**src/rtl/clk_pkg.sv**
```systemverilog
// Shared definitions for the clock divider controller.
//   DIV_W      width of the divide exponent
//   RESET_DIV  exponent the divider holds out of reset
//   state_e    sequencer state encoding
//   clamp_div  lifts an exponent up to a floor value
package clk_pkg;

    localparam int unsigned DIV_W     = 4;
    localparam int unsigned RESET_DIV = 2;

    typedef enum logic [2:0] {
        StIdle,
        StCheck,
        StWrite,
        StWait,
        StAck
    } state_e;

    function automatic logic [DIV_W-1:0] clamp_div(input logic [DIV_W-1:0] div,
                                                   input logic [DIV_W-1:0] min_div);
        return (div < min_div) ? min_div : div;
    endfunction

endpackage

```
**src/rtl/clock_div_ctrl_arb.sv**
```systemverilog
// Two-way round-robin arbiter.
//   i_clk, i_rst_n  clock and asynchronous active-low reset
//   i_req[1:0]      bit 0 = CSR, bit 1 = PM
//   i_advance       a grant is being taken this cycle; pointer moves
//   o_grant[1:0]    one-hot grant, zero when no request
module clock_div_ctrl_arb (
    input  logic       i_clk,
    input  logic       i_rst_n,
    input  logic [1:0] i_req,
    input  logic       i_advance,
    output logic [1:0] o_grant
);

    // High when PM wins a tie; PM is favoured out of reset.
    logic prio_pm_q, prio_pm_d;

    always_comb begin
        o_grant = 2'b00;
        unique case (i_req)
            2'b01:   o_grant = 2'b01;
            2'b10:   o_grant = 2'b10;
            2'b11:   o_grant = prio_pm_q ? 2'b10 : 2'b01;
            default: o_grant = 2'b00;
        endcase
    end

    always_comb begin
        prio_pm_d = prio_pm_q;
        if (i_advance && (o_grant != 2'b00)) begin
            // Whoever just won loses the next tie.
            prio_pm_d = o_grant[0];
        end
    end

    always_ff @(posedge i_clk or negedge i_rst_n) begin
        if (!i_rst_n) begin
            prio_pm_q <= 1'b1;
        end else begin
            prio_pm_q <= prio_pm_d;
        end
    end

endmodule

```
**src/rtl/clock_div_ctrl.sv**
```systemverilog
// Sequencer and arbiter in front of the programmable clock divider.
// Arbitrates CSR and power-manager exponent requests, writes the divider,
// waits for two toggles of the divided clock to confirm the change and then
// acknowledges the winner. The divider must share i_rst_n so both sides start
// at RESET_DIV.
//   i_clk, i_rst_n          clock and asynchronous active-low reset
//   i_csr_req/div, o_csr_ack  CSR request handshake
//   i_pm_req/div,  o_pm_ack   power-manager request handshake
//   o_div, o_div_we         divider write port (single-cycle strobe)
//   i_div_clk               divided clock, already in the i_clk domain
//   o_cur_div               exponent currently applied
//   o_busy                  sequencer not idle
//   o_tmo_err, i_tmo_clr    sticky apply-timeout flag and its clear
module clock_div_ctrl
    import clk_pkg::*;
#(
    parameter int unsigned MIN_DIV = 0,
    parameter int unsigned TMO_W   = 17,
    parameter int unsigned TMO_CYC = 70000
) (
    input  logic             i_clk,
    input  logic             i_rst_n,
    input  logic             i_csr_req,
    input  logic [DIV_W-1:0] i_csr_div,
    output logic             o_csr_ack,
    input  logic             i_pm_req,
    input  logic [DIV_W-1:0] i_pm_div,
    output logic             o_pm_ack,
    output logic [DIV_W-1:0] o_div,
    output logic             o_div_we,
    input  logic             i_div_clk,
    output logic [DIV_W-1:0] o_cur_div,
    output logic             o_busy,
    output logic             o_tmo_err,
    input  logic             i_tmo_clr
);

    localparam logic [DIV_W-1:0] MinDiv  = DIV_W'(MIN_DIV);
    localparam logic [DIV_W-1:0] RstDiv  = DIV_W'(RESET_DIV);
    localparam logic [TMO_W-1:0] TmoLast = TMO_W'(TMO_CYC - 1);

    state_e           state_q, state_d;
    logic [DIV_W-1:0] tgt_q, tgt_d;
    logic             win_pm_q, win_pm_d;
    logic [DIV_W-1:0] div_q, div_d;
    logic             div_we_q, div_we_d;
    logic [DIV_W-1:0] cur_div_q, cur_div_d;
    logic             csr_ack_q, csr_ack_d;
    logic             pm_ack_q, pm_ack_d;
    logic             tmo_err_q, tmo_err_d;
    logic [TMO_W-1:0] tmo_cnt_q, tmo_cnt_d;
    logic [1:0]       tog_cnt_q, tog_cnt_d;
    logic             div_clk_prev_q;

    logic       toggle;
    logic       tmo_set;
    logic       enter_ack;
    logic       arb_advance;
    logic [1:0] arb_req;
    logic [1:0] arb_grant;

    assign toggle      = i_div_clk ^ div_clk_prev_q;
    assign arb_req     = {i_pm_req, i_csr_req};
    assign arb_advance = (state_q == StIdle) && (arb_req != 2'b00);

    clock_div_ctrl_arb u_arb (
        .i_clk     (i_clk),
        .i_rst_n   (i_rst_n),
        .i_req     (arb_req),
        .i_advance (arb_advance),
        .o_grant   (arb_grant)
    );

    always_comb begin
        state_d   = state_q;
        tgt_d     = tgt_q;
        win_pm_d  = win_pm_q;
        div_d     = div_q;
        div_we_d  = 1'b0;
        cur_div_d = cur_div_q;
        tmo_cnt_d = tmo_cnt_q;
        tog_cnt_d = tog_cnt_q;
        tmo_set   = 1'b0;
        enter_ack = 1'b0;

        unique case (state_q)
            StIdle: begin
                if (arb_advance) begin
                    win_pm_d = arb_grant[1];
                    tgt_d    = arb_grant[1] ? clamp_div(i_pm_div, MinDiv)
                                            : clamp_div(i_csr_div, MinDiv);
                    state_d  = StCheck;
                end
            end
            StCheck: begin
                if (tgt_q == cur_div_q) begin
                    state_d   = StAck;
                    enter_ack = 1'b1;
                end else begin
                    // Registered write port: value and strobe appear during WRITE.
                    div_d    = tgt_q;
                    div_we_d = 1'b1;
                    state_d  = StWrite;
                end
            end
            StWrite: begin
                tog_cnt_d = 2'd0;
                tmo_cnt_d = '0;
                state_d   = StWait;
            end
            StWait: begin
                if (tog_cnt_q == 2'd2) begin
                    cur_div_d = tgt_q;
                    state_d   = StAck;
                    enter_ack = 1'b1;
                end else if (tmo_cnt_q == TmoLast) begin
                    tmo_set   = 1'b1;
                    state_d   = StAck;
                    enter_ack = 1'b1;
                end else begin
                    tmo_cnt_d = tmo_cnt_q + TMO_W'(1);
                    if (toggle) begin
                        tog_cnt_d = tog_cnt_q + 2'd1;
                    end
                end
            end
            StAck: begin
                state_d = StIdle;
            end
            default: begin
                state_d = StIdle;
            end
        endcase

        csr_ack_d = enter_ack && !win_pm_q;
        pm_ack_d  = enter_ack && win_pm_q;

        // A timeout in the same cycle beats a clear.
        if (tmo_set) begin
            tmo_err_d = 1'b1;
        end else if (i_tmo_clr) begin
            tmo_err_d = 1'b0;
        end else begin
            tmo_err_d = tmo_err_q;
        end
    end

    always_ff @(posedge i_clk or negedge i_rst_n) begin
        if (!i_rst_n) begin
            state_q        <= StIdle;
            tgt_q          <= RstDiv;
            win_pm_q       <= 1'b0;
            div_q          <= RstDiv;
            div_we_q       <= 1'b0;
            cur_div_q      <= RstDiv;
            csr_ack_q      <= 1'b0;
            pm_ack_q       <= 1'b0;
            tmo_err_q      <= 1'b0;
            tmo_cnt_q      <= '0;
            tog_cnt_q      <= 2'd0;
            div_clk_prev_q <= 1'b0;
        end else begin
            state_q        <= state_d;
            tgt_q          <= tgt_d;
            win_pm_q       <= win_pm_d;
            div_q          <= div_d;
            div_we_q       <= div_we_d;
            cur_div_q      <= cur_div_d;
            csr_ack_q      <= csr_ack_d;
            pm_ack_q       <= pm_ack_d;
            tmo_err_q      <= tmo_err_d;
            tmo_cnt_q      <= tmo_cnt_d;
            tog_cnt_q      <= tog_cnt_d;
            div_clk_prev_q <= i_div_clk;
        end
    end

    assign o_div     = div_q;
    assign o_div_we  = div_we_q;
    assign o_cur_div = cur_div_q;
    assign o_csr_ack = csr_ack_q;
    assign o_pm_ack  = pm_ack_q;
    assign o_tmo_err = tmo_err_q;
    assign o_busy    = (state_q != StIdle);

endmodule

```
**config.mk**
```make
export PLATFORM = sky130hd
export DESIGN_NAME = clock_div_ctrl
export DESIGN_NICKNAME = d
export VERILOG_FILES = /design/src/rtl/clk_pkg.sv /design/src/rtl/clock_div_ctrl_arb.sv /design/src/rtl/clock_div_ctrl.sv
export SDC_FILE = /design/constraint.sdc
export NUM_CORES = 1
export LEC_CHECK = 0
export ABC_AREA = 1
export ABC_CLOCK_PERIOD_IN_PS = 1740
export BUFFER_PORTS_ARGS = -buffer_cell sky130_fd_sc_hd__buf_2
export CAP_MARGIN = 15
export CORE_ASPECT_RATIO = 1.5
export CORE_UTILIZATION = 57
export DETAILED_ROUTE_END_ITERATION = 7
export PLACE_DENSITY = 0.85
export RECOVER_POWER = 100
export SETUP_SLACK_MARGIN = 0.3
export SLEW_MARGIN = 10
export SYNTH_ARGS = -nofsm -noshare
export SYNTH_HDL_FRONTEND = slang
export SYNTH_SLANG_ARGS = --single-unit
```
**constraint.sdc**
```tcl
create_clock -name i_clk -period 1.74 [get_ports i_clk]
set_input_delay 0.348 -clock i_clk [delete_from_list [all_inputs] [get_ports i_clk]]
set_output_delay 0.348 -clock i_clk [all_outputs]
set_load 0.1 [all_outputs]
```
==> impl_results.html <==
<table>
<tr><th>Metric</th><th>Value</th></tr>
<tr><th colspan="2">Outcome</th></tr>
<tr><td>Outcome</td><td>complete, no violations</td></tr>
<tr><th colspan="2">Placement</th></tr>
<tr><td>Post-Place Setup Slack</td><td>0.109 ns</td></tr>
<tr><td>Cell count after placement</td><td>354</td></tr>
<tr><td>HPWL after DPL</td><td>approximately 3500 µm</td></tr>
<tr><td>RePlAce Congestion</td><td>about 0.9</td></tr>
<tr><td>Placement-stage cell area</td><td>0.00243 mm²</td></tr>
<tr><td>Number of I/O port buffers</td><td>26</td></tr>
<tr><th colspan="2">Timing</th></tr>
<tr><td>Worst setup slack after layout</td><td>~0.11 ns</td></tr>
<tr><td>Slew headroom</td><td>around 64%</td></tr>
<tr><td>Post-route clock period utilization</td><td>93.6%</td></tr>
<tr><td>Final worst clock skew</td><td>~0.013 ns</td></tr>
<tr><td>Upper clock frequency limit</td><td>about 610 MHz</td></tr>
<tr><td>RSZ-0062 raised after global routing</td><td>yes</td></tr>
<tr><td>Measured slew at the worst slew-check pin</td><td>roughly 0.55 ns</td></tr>
<tr><td>Count of pins over their slew limit</td><td>0</td></tr>
<tr><td>Final critical-path required period</td><td>approximately 1.6 ns</td></tr>
<tr><td>Final Hold Fails</td><td>0</td></tr>
<tr><td>Worst Hold Margin</td><td>0.183 ns</td></tr>
<tr><td>Setup violation total in the final timing report</td><td>0</td></tr>
<tr><td>Sum of negative setup slack</td><td>0 ns</td></tr>
<tr><th colspan="2">Worst setup path</th></tr>
<tr><td>Type of the worst setup path</td><td>flop to output port</td></tr>
<tr><td>Crit-path max cell delay</td><td>about 0.64 ns</td></tr>
<tr><td>Worst EP required</td><td>approximately 1.4 ns</td></tr>
<tr><td>CP arrival</td><td>between 1 and 1.5 ns</td></tr>
<tr><td>Total buffers and inverters traversed by the critical path</td><td>1</td></tr>
<tr><td>Largest driver fanout on the critical path</td><td>3</td></tr>
<tr><td>Slowest library cell on the worst path</td><td>dfstp_4</td></tr>
<tr><td>Critical path capture point type</td><td>output port</td></tr>
<tr><td>Ordered cell list for the critical path</td><td>clkbuf_4</td></tr>
<tr><td>Type of element launching the critical path</td><td>flop</td></tr>
<tr><td>Kind of cell adding the most delay to the critical path</td><td>flip-flops</td></tr>
<tr><th colspan="2">Floorplan</th></tr>
<tr><td>Core Region</td><td>0.00368 mm²</td></tr>
<tr><td>Effective utilization at floorplan</td><td>60.2%</td></tr>
<tr><td>DIE WIDTH</td><td>52.9 µm</td></tr>
<tr><td>Cell Rows</td><td>27</td></tr>
<tr><td>Top-level I/O count</td><td>27</td></tr>
<tr><td>Die Ht</td><td>78.4 µm</td></tr>
<tr><td>Full die area</td><td>0.00415 mm²</td></tr>
<tr><th colspan="2">Detailed routing</th></tr>
<tr><td>Post-detailed-route DRC marker count</td><td>0</td></tr>
<tr><td>Pre-Repair DR Iteration Count</td><td>5</td></tr>
<tr><td>Drt first-iter violations</td><td>81</td></tr>
<tr><td>Number of nets still failing antenna checks after routing</td><td>0</td></tr>
<tr><td>WL/cell</td><td>16.1 µm</td></tr>
<tr><td>Routed vias/inst</td><td>about 5.7</td></tr>
<tr><td>Via count</td><td>roughly 2200</td></tr>
<tr><td>Detailed-route wire length</td><td>6050 µm</td></tr>
<tr><th colspan="2">Power</th></tr>
<tr><td>Total chip power</td><td>4.82 mW</td></tr>
<tr><td>Largest vdd supply drop</td><td>between 1500 and 2000 µV</td></tr>
<tr><td>Static leakage</td><td>1.40 nW</td></tr>
<tr><td>Fraction of power spent switching nets</td><td>around half</td></tr>
<tr><td>Proportion of power drawn by the clock network</td><td>17.2%</td></tr>
<tr><td>Reported net switching power</td><td>2.41 mW</td></tr>
<tr><td>Int Power</td><td>2.41 mW</td></tr>
<tr><td>Part of the power in combinational logic</td><td>between 50% and 60%</td></tr>
<tr><td>Sequential Power Share</td><td>30.3%</td></tr>
<tr><td>Power per cell area</td><td>1750 mW/mm²</td></tr>
<tr><th colspan="2">Finish</th></tr>
<tr><td>Antenna Diode Count</td><td>0</td></tr>
<tr><td>Final standard cell area without fillers</td><td>0.00276 mm²</td></tr>
<tr><td>Layout cells sized above 1</td><td>between 20% and 30%</td></tr>
<tr><td>Relative area change from synthesis to final layout</td><td>24.6%</td></tr>
<tr><td>Net count, final</td><td>349</td></tr>
<tr><td>Post-Route Utilization</td><td>75.0%</td></tr>
<tr><td>Filler cell count</td><td>259</td></tr>
<tr><td>Post-route non-filler standard cell count</td><td>377</td></tr>
<tr><th colspan="2">Clock tree</th></tr>
<tr><td>Number of clock sinks seen by CTS</td><td>roughly 40</td></tr>
<tr><td>Maximum buffer depth of the clock tree</td><td>2</td></tr>
<tr><td>Clock transition at the register clock pins on the worst setup and hold paths after CTS</td><td>0.08 ns</td></tr>
<tr><td>Clock root buffer</td><td>clkbuf_8</td></tr>
<tr><td>H-Tree Depth</td><td>2</td></tr>
<tr><td>Cts bufs inserted</td><td>5</td></tr>
<tr><td>Insertion delay of the later-clocked pin in the worst-skew pair</td><td>0.31 ns</td></tr>
<tr><td>CTS tree</td><td>yes</td></tr>
<tr><th colspan="2">Synth</th></tr>
<tr><td>Most frequently used flop master after synthesis</td><td>dfrtp_1</td></tr>
<tr><td>Area contributors post-synth</td><td>dfrtp_1 (42%), nand2_1 (12%), nand3_1 (8.1%), nor2_1 (5.9%), inv_1 (5.1%)</td></tr>
<tr><td>#FFs+latches synth</td><td>~40</td></tr>
<tr><td>Warning count from the yosys run</td><td>0</td></tr>
<tr><td>Per-instance average area after synthesis</td><td>7.72 µm²</td></tr>
<tr><td>Synthesized net count</td><td>303</td></tr>
<tr><td>Sequential share of the synthesized area</td><td>46.5%</td></tr>
<tr><td>Netlist area before placement</td><td>around 0.0022 mm²</td></tr>
<tr><td>EDFF count, synth</td><td>0</td></tr>
<tr><td>Fraction of registers with async set or reset after synthesis</td><td>100%</td></tr>
<tr><td>Area share of the leading cell type in the synthesized netlist</td><td>a little over two fifths</td></tr>
<tr><td>Synthesized netlist cell count</td><td>approximately 290</td></tr>
<tr><td>Post-synth top cells</td><td>nand2_1 (72), dfrtp_1 (37), nand3_1 (36)</td></tr>
<tr><td>Number of distinct standard cells referenced by the synthesized netlist</td><td>33</td></tr>
<tr><td>Most frequent cell after synthesis</td><td>nand2_1</td></tr>
<tr><td>Post-synth top area cell</td><td>dfrtp_1</td></tr>
<tr><th colspan="2">Global routing</th></tr>
<tr><td>GR Util All Layers</td><td>29.3%</td></tr>
<tr><td>Vias in the first global route</td><td>2049</td></tr>
<tr><td>Largest net degree at the start of global routing</td><td>35</td></tr>
<tr><td>Number of antenna violations at the first check in global routing</td><td>0</td></tr>
<tr><td>Global-route wire length before repair</td><td>8710 µm</td></tr>
<tr><td>Overflow left after global routing</td><td>0</td></tr>
<tr><th colspan="2">Min path</th></tr>
<tr><td>Worst min-delay path class</td><td>input port to flop</td></tr>
<tr><th colspan="2">Flow run</th></tr>
<tr><td>Max-cap violations</td><td>0</td></tr>
</table>
[area by class of cell]
cell class,instances,area (µm²),area share (%)
clock inverter,1,30.0,1.09
sequential,41,1040,37.7
timing repair buffer,45,289,10.5
inverter,36,138,4.99
clock buffer,7,86.3,3.13
multi-input combinational,204,1120,40.7
tap,43,53.8,1.95
[per-layer routing]
layer  GRT usage [%]  up-vias  part of all wire [%]
li1                -     1015                     -
met1            30.8     1036                    37
met2            51.4       89                    54
met3            5.81       21                   5.1
met4            17.4        0                   3.9
met5               0        -                     0
[flip-flops by register name, indices dropped and copies added (netlist names)]
signal / cells
div_clk_prev_q: 1
tog_cnt_q: 2
u_arb.prio_pm_q: 1
o_cur_div: 4
o_tmo_err: 1
state_q: 3
o_div: 4
o_csr_ack: 1
o_pm_ack: 1
tgt_q: 4
win_pm_q: 1
tmo_cnt_q: 17
o_div_we: 1
[cells by family after synthesis]
family	count (synthesis)	synth area share [%]
XOR/XNOR	9	3.56
buffers and inverters	43	8.07
flip-flops	41	46.5
AND/OR/NAND/NOR	163	33.1
AO/OA/AOI/OAI	29	7.57
adder cells (fa/ha/maj)	2	1.13
[power by group through the flow]
stage	clock (mW)	sequential, mW	combinational, mW
global route	0.857	1.47	2.69
global placement	0	1.42	2.10
finish	0.831	1.46	2.53
CTS	0.817	1.43	2.46
detailed placement	0	1.43	2.17
floorplan	0	2.09	1.11
[what timing repair did]
| item | CTS | global route |
|---|---|---|
| endpoints found under the hold margin | 4 | 0 |
| setup buffers | 7 | 6 |
| hold buffers | 1 | 0 |
| cloned | 0 | 1 |
| gates resized for setup | 28 | 22 |
| pin swaps | 6 | 9 |
| setup endpoints to repair | 32 | 40 |
[cell usage in the layout, fill, tap and decap left out, types with 2 or more instances in the layout]
master,n
nand3_1,34
clkbuf_4,2
o22ai_1,4
clkinv_1,2
buf_2,12
inv_2,3
a21oi_1,4
clkbuf_2,10
clkbuf_1,3
nor2_4,4
nor3b_1,2
nand2_4,2
clkbuf_8,6
nand4_1,4
dfrtp_2,5
dfstp_2,3
nor3_1,3
nor2_2,3
o21ai_1,2
nand2_1,67
nand2_2,5
dfrtp_1,32
inv_1,30
xor2_1,7
nand3_4,3
buf_4,15
nand3_2,3
buf_6,3
nor2_1,31
o21ai_0,15
[final timing paths]
| path | cells after the start | to | slack [ns] | startpoint |
|---|---|---|---|---|
| max reg2reg | 6 | tgt_q[1] | 0.14 | state_q[2] |
| max | 1 | o_cur_div[1] | 0.11 | o_cur_div[1] |
| max in group asynchronous | 3 | u_arb.prio_pm_q | 0.38 | i_rst_n |
| min | 1 | div_clk_prev_q | 0.18 | i_div_clk |
| min in group asynchronous | 2 | o_div_we | 0.48 | i_rst_n |
| min reg2reg | 2 | o_pm_ack | 0.47 | win_pm_q |
(Power assumes the default switching activity.)
